==> config.mk <==
export PLATFORM = sky130hd
export DESIGN_NAME = alu_seq
export DESIGN_NICKNAME = d
export VERILOG_FILES = /design/src/rtl/alu_seq.sv
export SDC_FILE = /design/constraint.sdc
export NUM_CORES = 1
export LEC_CHECK = 0
export ABC_AREA = 1
export BUFFER_PORTS_ARGS = -buffer_cell sky130_fd_sc_hd__buf_2
export CAP_MARGIN = 25
export CORE_MARGIN = 2
export CORE_UTILIZATION = 40
export CTS_CLUSTER_DIAMETER = 30
export DETAILED_ROUTE_END_ITERATION = 8
export PLACE_DENSITY = 0.68
export SYNTH_ARGS = -nofsm -noshare
export SYNTH_HDL_FRONTEND = slang
export SYNTH_SLANG_ARGS = --single-unit
==> constraint.sdc <==
create_clock -name clk -period 3.3 [get_ports clk]
set_clock_uncertainty 0.2 [all_clocks]
set_input_delay 0.66 -clock clk [delete_from_list [all_inputs] [get_ports clk]]
set_output_delay 0.66 -clock clk [all_outputs]
set_load 0.03 [all_outputs]
==> src/rtl/alu_seq.sv <==
// alu_seq: registered ALU with valid/ready handshake, NZCV flags, logic/shift ops.
// Define ALU_SEQ_MUL_EN to build the multi-cycle radix-2 shift-add multiplier.
module alu_seq #(
  parameter int WIDTH = 16
) (
  input  logic             clk,
  input  logic             rst,
  input  logic             in_valid,
  output logic             in_ready,
  input  logic [WIDTH-1:0] a,
  input  logic [WIDTH-1:0] b,
  input  logic [2:0]       opcode,
  output logic             out_valid,
  input  logic             out_ready,
  output logic [WIDTH-1:0] result,
  output logic [3:0]       flags
);

  localparam int SHW = $clog2(WIDTH);

  localparam logic [2:0] OP_ADD = 3'b000;
  localparam logic [2:0] OP_SUB = 3'b001;
  localparam logic [2:0] OP_AND = 3'b010;
  localparam logic [2:0] OP_OR  = 3'b011;
  localparam logic [2:0] OP_XOR = 3'b100;
  localparam logic [2:0] OP_SHL = 3'b101;
  localparam logic [2:0] OP_SHR = 3'b110;
  localparam logic [2:0] OP_MUL = 3'b111;

  localparam logic [1:0] S_IDLE = 2'd0;
`ifdef ALU_SEQ_MUL_EN
  localparam logic [1:0] S_MUL  = 2'd1;
`endif
  localparam logic [1:0] S_DONE = 2'd2;

  logic [1:0]       state_q, state_d;
  logic             live_q;
  logic [WIDTH-1:0] res_q, res_d;
  logic [3:0]       flg_q, flg_d;

  logic [SHW-1:0]   sh;
  logic [WIDTH:0]   add_w;
  logic [WIDTH:0]   sub_w;
  logic [WIDTH:0]   shl_w;
  logic [WIDTH:0]   shr_w;
  logic [WIDTH-1:0] alu_r;
  logic             alu_c;
  logic             alu_v;

  function automatic logic [3:0] mk_flags(
    input logic [WIDTH-1:0] r,
    input logic             c,
    input logic             v
  );
    return {r[WIDTH-1], (r == '0), c, v};
  endfunction

  // Single-cycle datapath; the extra top/bottom bit catches carry and shift-out.
  always_comb begin
    sh    = b[SHW-1:0];
    add_w = {1'b0, a} + {1'b0, b};
    sub_w = {1'b0, a} + {1'b0, ~b} + {{WIDTH{1'b0}}, 1'b1};
    shl_w = {1'b0, a} << sh;
    shr_w = {a, 1'b0} >> sh;
    alu_r = '0;
    alu_c = 1'b0;
    alu_v = 1'b0;
    unique case (opcode)
      OP_ADD: begin
        alu_r = add_w[WIDTH-1:0];
        alu_c = add_w[WIDTH];
        alu_v = (a[WIDTH-1] == b[WIDTH-1])
             && (add_w[WIDTH-1] != a[WIDTH-1]);
      end
      OP_SUB: begin
        alu_r = sub_w[WIDTH-1:0];
        alu_c = sub_w[WIDTH];
        alu_v = (a[WIDTH-1] != b[WIDTH-1])
             && (sub_w[WIDTH-1] != a[WIDTH-1]);
      end
      OP_AND: alu_r = a & b;
      OP_OR:  alu_r = a | b;
      OP_XOR: alu_r = a ^ b;
      OP_SHL: begin
        alu_r = shl_w[WIDTH-1:0];
        alu_c = shl_w[WIDTH];
      end
      OP_SHR: begin
        alu_r = shr_w[WIDTH:1];
        alu_c = shr_w[0];
      end
      OP_MUL: alu_r = '0;
    endcase
  end

`ifdef ALU_SEQ_MUL_EN
  logic [2*WIDTH-1:0] prod_q, prod_d;
  logic [2*WIDTH-1:0] prod_step;
  logic [WIDTH-1:0]   mcand_q, mcand_d;
  logic [SHW-1:0]     cnt_q, cnt_d;
  logic [WIDTH:0]     psum;

  localparam logic [SHW-1:0] CNT_LAST = SHW'(WIDTH - 1);

  // Upper half accumulates, multiplier bits drain out of the lower half.
  always_comb begin
    psum      = {1'b0, prod_q[2*WIDTH-1:WIDTH]}
              + (prod_q[0] ? {1'b0, mcand_q} : '0);
    prod_step = {psum, prod_q[WIDTH-1:1]};
  end
`endif

  always_comb begin
    state_d = state_q;
    res_d   = res_q;
    flg_d   = flg_q;
`ifdef ALU_SEQ_MUL_EN
    prod_d  = prod_q;
    mcand_d = mcand_q;
    cnt_d   = cnt_q;
`endif
    unique case (state_q)
      S_IDLE: begin
        if (in_valid && live_q) begin
`ifdef ALU_SEQ_MUL_EN
          if (opcode == OP_MUL) begin
            mcand_d = a;
            prod_d  = {{WIDTH{1'b0}}, b};
            cnt_d   = '0;
            state_d = S_MUL;
          end else begin
            res_d   = alu_r;
            flg_d   = mk_flags(alu_r, alu_c, alu_v);
            state_d = S_DONE;
          end
`else
          res_d   = alu_r;
          flg_d   = mk_flags(alu_r, alu_c, alu_v);
          state_d = S_DONE;
`endif
        end
      end
`ifdef ALU_SEQ_MUL_EN
      S_MUL: begin
        prod_d = prod_step;
        if (cnt_q == CNT_LAST) begin
          res_d   = prod_step[WIDTH-1:0];
          flg_d   = mk_flags(prod_step[WIDTH-1:0],
                             |prod_step[2*WIDTH-1:WIDTH],
                             |prod_step[2*WIDTH-1:WIDTH]);
          state_d = S_DONE;
        end else begin
          cnt_d = cnt_q + SHW'(1);
        end
      end
`endif
      S_DONE: begin
        if (out_ready) state_d = S_IDLE;
      end
      default: state_d = S_IDLE;
    endcase
  end

  always_ff @(posedge clk or posedge rst) begin
    if (rst) begin
      state_q <= S_IDLE;
      live_q  <= 1'b0;
      res_q   <= '0;
      flg_q   <= '0;
    end else begin
      state_q <= state_d;
      live_q  <= 1'b1;
      res_q   <= res_d;
      flg_q   <= flg_d;
    end
  end

`ifdef ALU_SEQ_MUL_EN
  always_ff @(posedge clk or posedge rst) begin
    if (rst) begin
      prod_q  <= '0;
      mcand_q <= '0;
      cnt_q   <= '0;
    end else begin
      prod_q  <= prod_d;
      mcand_q <= mcand_d;
      cnt_q   <= cnt_d;
    end
  end
`endif

  assign in_ready  = live_q && (state_q == S_IDLE);
  assign out_valid = (state_q == S_DONE);
  assign result    = res_q;
  assign flags     = flg_q;

endmodule

[Word-level counts from Yosys, hierarchy flattened]
Index checks and enable logic that the tools add are counted.
Storage, ports and cells
  bits in registers: 23
  word-level logic and storage cells: 42
Operators by class
  mux-type cells: 6
  $add $sub $neg: 3
  shift-type cells: 2
  reductions and logical operators: 9
  eq/ne operators: 14
  bitwise logic cells: 4
Operators by type and width (count)
  $pmux 16 s8: 1
  $add 16x16->17: 2
  $add 17x1->17 const B: 1
  $shl 16x4->17: 1
  $shr 17x4->17: 1
  $and 16x16->16: 1
  $logic_not 16->1: 1
  $not 16->16: 1
  $or 16x16->16: 1
  $xor 16x16->16: 1
  $eq 3x3->1 const B: 4
  $eq 3x2->1 const B: 2
  $logic_and 1x1->1: 4
  $mux 2: 2
  $pmux 1 s4: 1
  $pmux 2 s2: 1
  $reduce_and 2->1: 2
  $eq 3x1->1 const B: 1
  $logic_not 3->1: 1
  $ne 1x1->1: 3
  $eq 2x2->1 const B: 1
  $logic_not 2->1: 1
  $ne 2x1->1 const B: 1
  $ne 2x2->1 const B: 1
  2 further kinds: 2

[Logic depth before layout (Yosys ltp)]
Gate-level depths: netlist of the first run.
  depth in word-level cells: 6
  mapped depth: 19
  mapped depth without buffers: 18

[Worst setup path after synthesis of the first run]
Ideal clock, no wire load.
  path type: input to register
  start: input b[2]
  end: register flg_q[2] (netlist: flags[2])
  data required time: 3.034 ns
  library setup time: 0.066 ns
  buffers on the path: 1
  arrival: 2.498 ns
  stages on the path: 18
  path slack: 0.536 ns
  path through: clkinv_1 -> clkbuf_1 -> ha_1 -> inv_1 -> nand2_1 -> nand2_1 -> nand3_1 -> nand2_1 -> nand2_1 -> nand2_1 -> nor2_1 -> nor3_1 -> nand2_1 -> nor2_1 -> nand2_1 -> nor2_1 -> nand2_1 -> nand2_1
On the way
  longest elaborated chain between the ends: 5
  elaborated cells between the ends (all ways): 11
Ends and longest elaborated chain
  start: declaration: line 11  | input logic [WIDTH-1:0] b,
  $not 16->16: line 62  | sub_w = {1'b0, a} + {1'b0, ~b} + {{WIDTH{1'b0}}, 1'b1};
  $add 16x16->17: line 62
  $add 17x1->17: line 62
  $pmux 16 s8 (*): line 68  | unique case (opcode)
  $logic_not 16->1 (*): line 55  | return {r[WIDTH-1], (r == '0), c, v};
  end signal: assignment: line 174  | flg_q <= flg_d;
  end: declaration: line 39  | logic [3:0] flg_q, flg_d;
Mark *: on every way between the ends. The rest lies on a longest branch, timed or not.
A chain may end at the register's enable or synchronous reset.

[Worst setup path in the final report of the first run]
  start: input a[0]
  end: register flg_q[2] (netlist: flags[2])
On the way
  longest elaborated chain between the ends: 4
  elaborated cells between the ends (all ways): 10
Ends and longest elaborated chain
  start: declaration: line 10  | input logic [WIDTH-1:0] a,
  $add 16x16->17: line 62
  $add 17x1->17: line 62
  $pmux 16 s8 (*): line 68
  $logic_not 16->1 (*): line 55
Marked as above.

==> flow_summary.toml, run 1 <==
[sta]
fmax_mhz = 349
hold_slack_ns = 0.276
maxSlewHeadroom_pct = 49.5
setup_tns_ns = 0
worstMarginPinSlew_ns = 0.757
hold_violations = 0
timing.final.ws_setup_ns = 0.433
period_needed_ns = 2.87
setup_viol = 0
slew_viol_final = 0
finalCritPeriodShare_pct = 86.9
rsz0062_at_grt = "no"

[floorplanning]
die_w_um = 114
start_util_pct = 40.8
dieHeight_um = 114
rows = 40
die-area_sq_um = 13000
core_sq_um = 11900
ios = 61

[synthesis]
seq_area_frac_synth_pct = 10.8
synth_seq_cells = 21
syn_nets = 1005
synth-edff-count = 0
synth_cells = 915
ys_types = 39
synthArstFlopShare_pct = 100
syn_area_sq_um = 4860
ys_warn_count = 0
postSynthAreaPerCell_sq_um = 5.31
synth-main-ff-cell = "dfrtp_1"

[worst_setup_path]
path_cells = "buf_2 -> inv_1 -> ha_1 -> inv_1 -> fa_1 -> nand2_1 -> nand2_1 -> nand3_1 -> nand2_1 -> nand2_1 -> nand4_1 -> nand3_1 -> nand3_1 -> nor2_1 -> nand2_1 -> nor2_1 -> nand2_1 -> nand2_1"
cp_slowest_cell = "fa_1"
path_class = "input pin to flip-flop"
start_kind = "input pin"
crit_required_ns = 3.29
path_buf_inv = 3
critical_path.top_delay_family = "simple AND/OR/NAND/NOR gates"
cp_max_fo = 4
max_stage_delay_ns = 0.41
end_kind = "flip-flop"
cp_common_cell = "nand2_1"
cp_data_arrival_time_ns = 2.86

[clocking]
h-tree-depth = 1
clk_pin_slew_ns = 0.05
post_cts_buffers = 0
root_buffer = "clkbuf_16"
clk_latency_ns = 0.25
post_cts_resized = 0
clock_path_buffers = 2
cts_tree = "done"
numCtsBuffers = 3
clock_sinks = 21
hold_buffers = 0

[finish]
regArea_sq_um = 526
final_layout_size_suffix_gt1_share_pct = 9.92
final_cell_mix = "nand2_1 (309), nand3_1 (149), inv_1 (104)"
final_util_pct = 44.9
nFillCells = 1386
layout.nets = 1049
multiInputGateArea_sq_um = 3730
diodes = 0
synthToLayoutAreaGrowth_pct = 10.1
layout_commonest_cell = "nand2_1"

[route]
ant_nets = 0
wl_per_cell_um = 15.2
vias_per_cell = 5.36
route.detailed.drc = 0
drt_iter0_drc = 587
vias = 5921
totalWireLength_um = 16800
first_pass_iters = 7

[power_and_ir_drop]
vdd_drop_max_mv = 0.187
p_leak_nw = 3.07
power_density_nw_per_um2 = 278

[grt]
grt_pass1_wl_um = 27400
grt_pass1_vias = 5463
track_usage_pct = 26.2
antenna_found_initial = 0
grt_max_degree = 38
gr-total-overflow = 0

[flow_run]
drv_cap = 0

[place]
place_hpwl_um = 14000
gp_congestion = 1.07
dp_slack_ns = 0.248
io_buffer_count = 60

[hold_path]
holdCritPathClass = "flip-flop to flip-flop"

[status]
status = "completed"
[registers in the layout, indices dropped and copies added (netlist names)]
signal,cells
flags,3
result,16
live_q,1
state_q,1
[metrics by stage]
step                instances  cell area [sq um]  total power [W]
finish                   1105               5350          0.00149
global route             1105               5350          0.00161
CTS                      1105               5350          0.00148
detailed placement       1101               5270          0.00122
global placement         1101               5270          0.00122
floorplan                 915               4860         0.000962
[power breakdown]
part / switching [W] / internal (W)
Clock: 0.0000856 / 0.000164
Sequential: 0.0000243 / 0.000307
Combinational: 0.000632 / 0.000272
[cells by family (layout without fill, tap and decap cells)]
family / after synthesis / in the layout / share of synthesized area, %
simple gates: 600 / 600 / 52.5
buf+inv: 147 / 190 / 12.4
compound gates: 93 / 93 / 10.4
fa+ha+maj: 51 / 51 / 13.4
flops: 21 / 21 / 10.8
xor+xnor: 2 / 2 / 0.361
other cells: 1 / 1 / 0.0772
[Yosys cell counts (4+ instances only)]
cell      count  share of area, %
nand2_1     309                24
nand3_1     149                15
inv_1       104               8.0
nor2_1      101               7.8
ha_1         49                13
a21oi_1      39               4.0
o21ai_0      33               3.4
dfrtp_1      21                11
buf_2        20               2.1
nand4_1      12               1.5
clkbuf_1     11              0.85
nor3_1        7              0.72
and2_1        6              0.77
inv_2         5              0.39
buf_4         4              0.62
o21bai_1      4              0.62
[path summary, 6_finish.rpt]
kind	to	cells after the start	start	slack (ns)
hold reg to reg	result[5]	2	result[5]	0.28
min in group asynchronous	result[12]	2	rst	0.34
setup / recovery	flags[2]	18	a[0]	0.43
max in group asynchronous	result[5]	2	rst	2.09
setup reg to reg	flags[2]	10	state_q[1]	1.56
hold / removal	result[5]	2	result[5]	0.28
[cell type report]
cell class / instances / share of cell area (%)
timing repair buffer: 75 / 7.72
multi-input combinational: 747 / 69.7
inverter: 111 / 7.83
sequential: 21 / 9.82
clock buffer: 4 / 1.47
tap: 147 / 3.44
[layer usage]
layer / wire [um] / GRT usage (%)
met5: 0 / 0
met4: 357 / 7.15
met3: 1240 / 2.12
met2: 7660 / 44.0
met1: 7490 / 36.1
[worst register-to-register path: stages, from the launching register on]
cell     delay, ns
dfrtp_1       0.38
nor2_1        0.13
nand2_1       0.06
buf_4         0.22
inv_1         0.20
nand2_1       0.10
nor2_1        0.13
nand2_1       0.07
nor2_1        0.09
nand2_1       0.05
nand2_1       0.05
(Power assumes the default switching activity.)
==> run 2: changes to the inputs <==
--- a/config.mk
+++ b/config.mk
@@ -8,11 +8,13 @@
 export ABC_AREA = 1
 export BUFFER_PORTS_ARGS = -buffer_cell sky130_fd_sc_hd__buf_2
 export CAP_MARGIN = 25
+export CELL_PAD_IN_SITES_DETAIL_PLACEMENT = 1
+export CELL_PAD_IN_SITES_GLOBAL_PLACEMENT = 1
 export CORE_MARGIN = 2
 export CORE_UTILIZATION = 40
 export CTS_CLUSTER_DIAMETER = 30
 export DETAILED_ROUTE_END_ITERATION = 8
-export PLACE_DENSITY = 0.68
+export PLACE_DENSITY = 0.91
 export SYNTH_ARGS = -nofsm -noshare
 export SYNTH_HDL_FRONTEND = slang
 export SYNTH_SLANG_ARGS = --single-unit
==> flow_summary.toml, run 2 (synthesis results as in run 1) <==
[floorplanning]
dieHeight_um = 114
core_sq_um = 11900
start_util_pct = 40.8
ios = 61
die-area_sq_um = 13000
rows = 40
die_w_um = 114

[sta]
setup_tns_ns = 0
worstMarginPinSlew_ns = 0.777
slew_viol_final = 0
setup_viol = 0
period_needed_ns = 2.96
finalCritPeriodShare_pct = 89.8
fmax_mhz = 337
hold_violations = 0
rsz0062_at_grt = "no"
maxSlewHeadroom_pct = 48.2

[place]
io_buffer_count = 60
gp_congestion = 0.973
place_hpwl_um = 15800
dp.cells = 1100

[finish]
layout_commonest_cell = "nand2_1"
final_layout_size_suffix_gt1_share_pct = 9.82
final_cell_mix = "nand2_1 (309), nand3_1 (149), inv_1 (104)"
largest_register_ffs = 16
diodes = 0
final_cells = 1104
nFillCells = 1818
layout.nets = 1048
synthToLayoutAreaGrowth_pct = 9.99
final_util_pct = 44.9

[route]
route.detailed.drc = 0
totalWireLength_um = 18900
vias_per_cell = 5.64
first_pass_iters = 5
wl_per_cell_um = 17.1
ant_nets = 0
drt_iter0_drc = 376
vias = 6226

[clocking]
post_cts_buffers = 0
clk_latency_ns = 0.25
clk_pin_slew_ns = 0.06
cts_tree = "done"
root_buffer = "clkbuf_16"
post_cts_resized = 0
clock_sinks = 21
numCtsBuffers = 3
hold_buffers = 0
h-tree-depth = 1
clock_path_buffers = 2

[worst_setup_path]
path_class = "input pin to flip-flop"
crit_required_ns = 3.29
cp_slowest_cell = "fa_1"
cp_max_fo = 4
path_cells = "buf_2 -> inv_1 -> ha_1 -> inv_1 -> fa_1 -> or2_2 -> nand3_1 -> nand4_1 -> nor2_1 -> nand3_1 -> nand2_1 -> nand2_1 -> nor2_1 -> nand2_1 -> nor2_1 -> nand2_1 -> nand2_1"
path_buf_inv = 3
start_kind = "input pin"
cp_common_cell = "nand2_1"
end_kind = "flip-flop"
cp_data_arrival_time_ns = 2.96
max_stage_delay_ns = 0.40
critical_path.top_delay_family = "simple AND/OR/NAND/NOR gates"

[status]
status = "completed"

[power_and_ir_drop]
p_leak_nw = 3.07
vdd_drop_max_mv = 0.170
power_density_nw_per_um2 = 284

[grt]
antenna_found_initial = 0
gr-total-overflow = 0
grt_max_degree = 37
track_usage_pct = 29.1
grt_pass1_vias = 6103
grt_pass1_wl_um = 30400

[hold_path]
holdCritPathClass = "flip-flop to flip-flop"

[flow_run]
drv_cap = 0
## run 2: changes by cell type in the layout (fill, tap and decap cells not counted), sizes merged
cell  delta
buf      -1
## run 2: worst paths after layout
check                              to  slack, ns       start  cells after the start
min in group asynchronous  state_q[1]       0.35         rst                      2
max reg2reg                  flags[2]       1.46  state_q[1]                     10
min                          flags[1]       0.28    flags[1]                      2
max in group asynchronous   result[7]       2.07         rst                      2
max                          flags[2]       0.34        a[0]                     17
min reg2reg                  flags[1]       0.28    flags[1]                      2
## run 2: cell type report
type	count	area [sq um]	area share [%]
inverter	111	419	7.85
clock buffer	4	78.8	1.48
sequential	21	526	9.84
multi-input combinational	747	3730	69.8
tap	147	184	3.44
timing repair buffer	74	405	7.59
## run 2: worst min-delay path: cells and delay by family, from the launching register on
family           cells  cell delay, ns
DFF                  1            0.34
and+or+nand+nor      2            0.10
## run 2: routing by layer
metal	track usage [%]	wire, um	share of wire, %
met4	9.19	531	2.8
met1	37.4	8370	44
met3	1.96	822	4.4
met5	0	0	0
met2	51.7	9160	49
## run 2: through the flow
step | setup slack (ns) | hold WS, ns | cell area [sq um] | power (W)
detailed placement | 0.170 | 0.260 | 5260 | 0.00125
global route | 0.0159 | 0.304 | 5340 | 0.00163
CTS | 0.369 | 0.275 | 5340 | 0.00150
floorplan | 0.536 | 0.437 | 4860 | 0.000962
finish | 0.336 | 0.277 | 5340 | 0.00152
global placement | 0.214 | 0.259 | 5260 | 0.00122
## run 2: report_power, final
group          switching (W)  internal (W)
combinational       0.000655      0.000273
clock              0.0000913      0.000165
sequential         0.0000246      0.000307
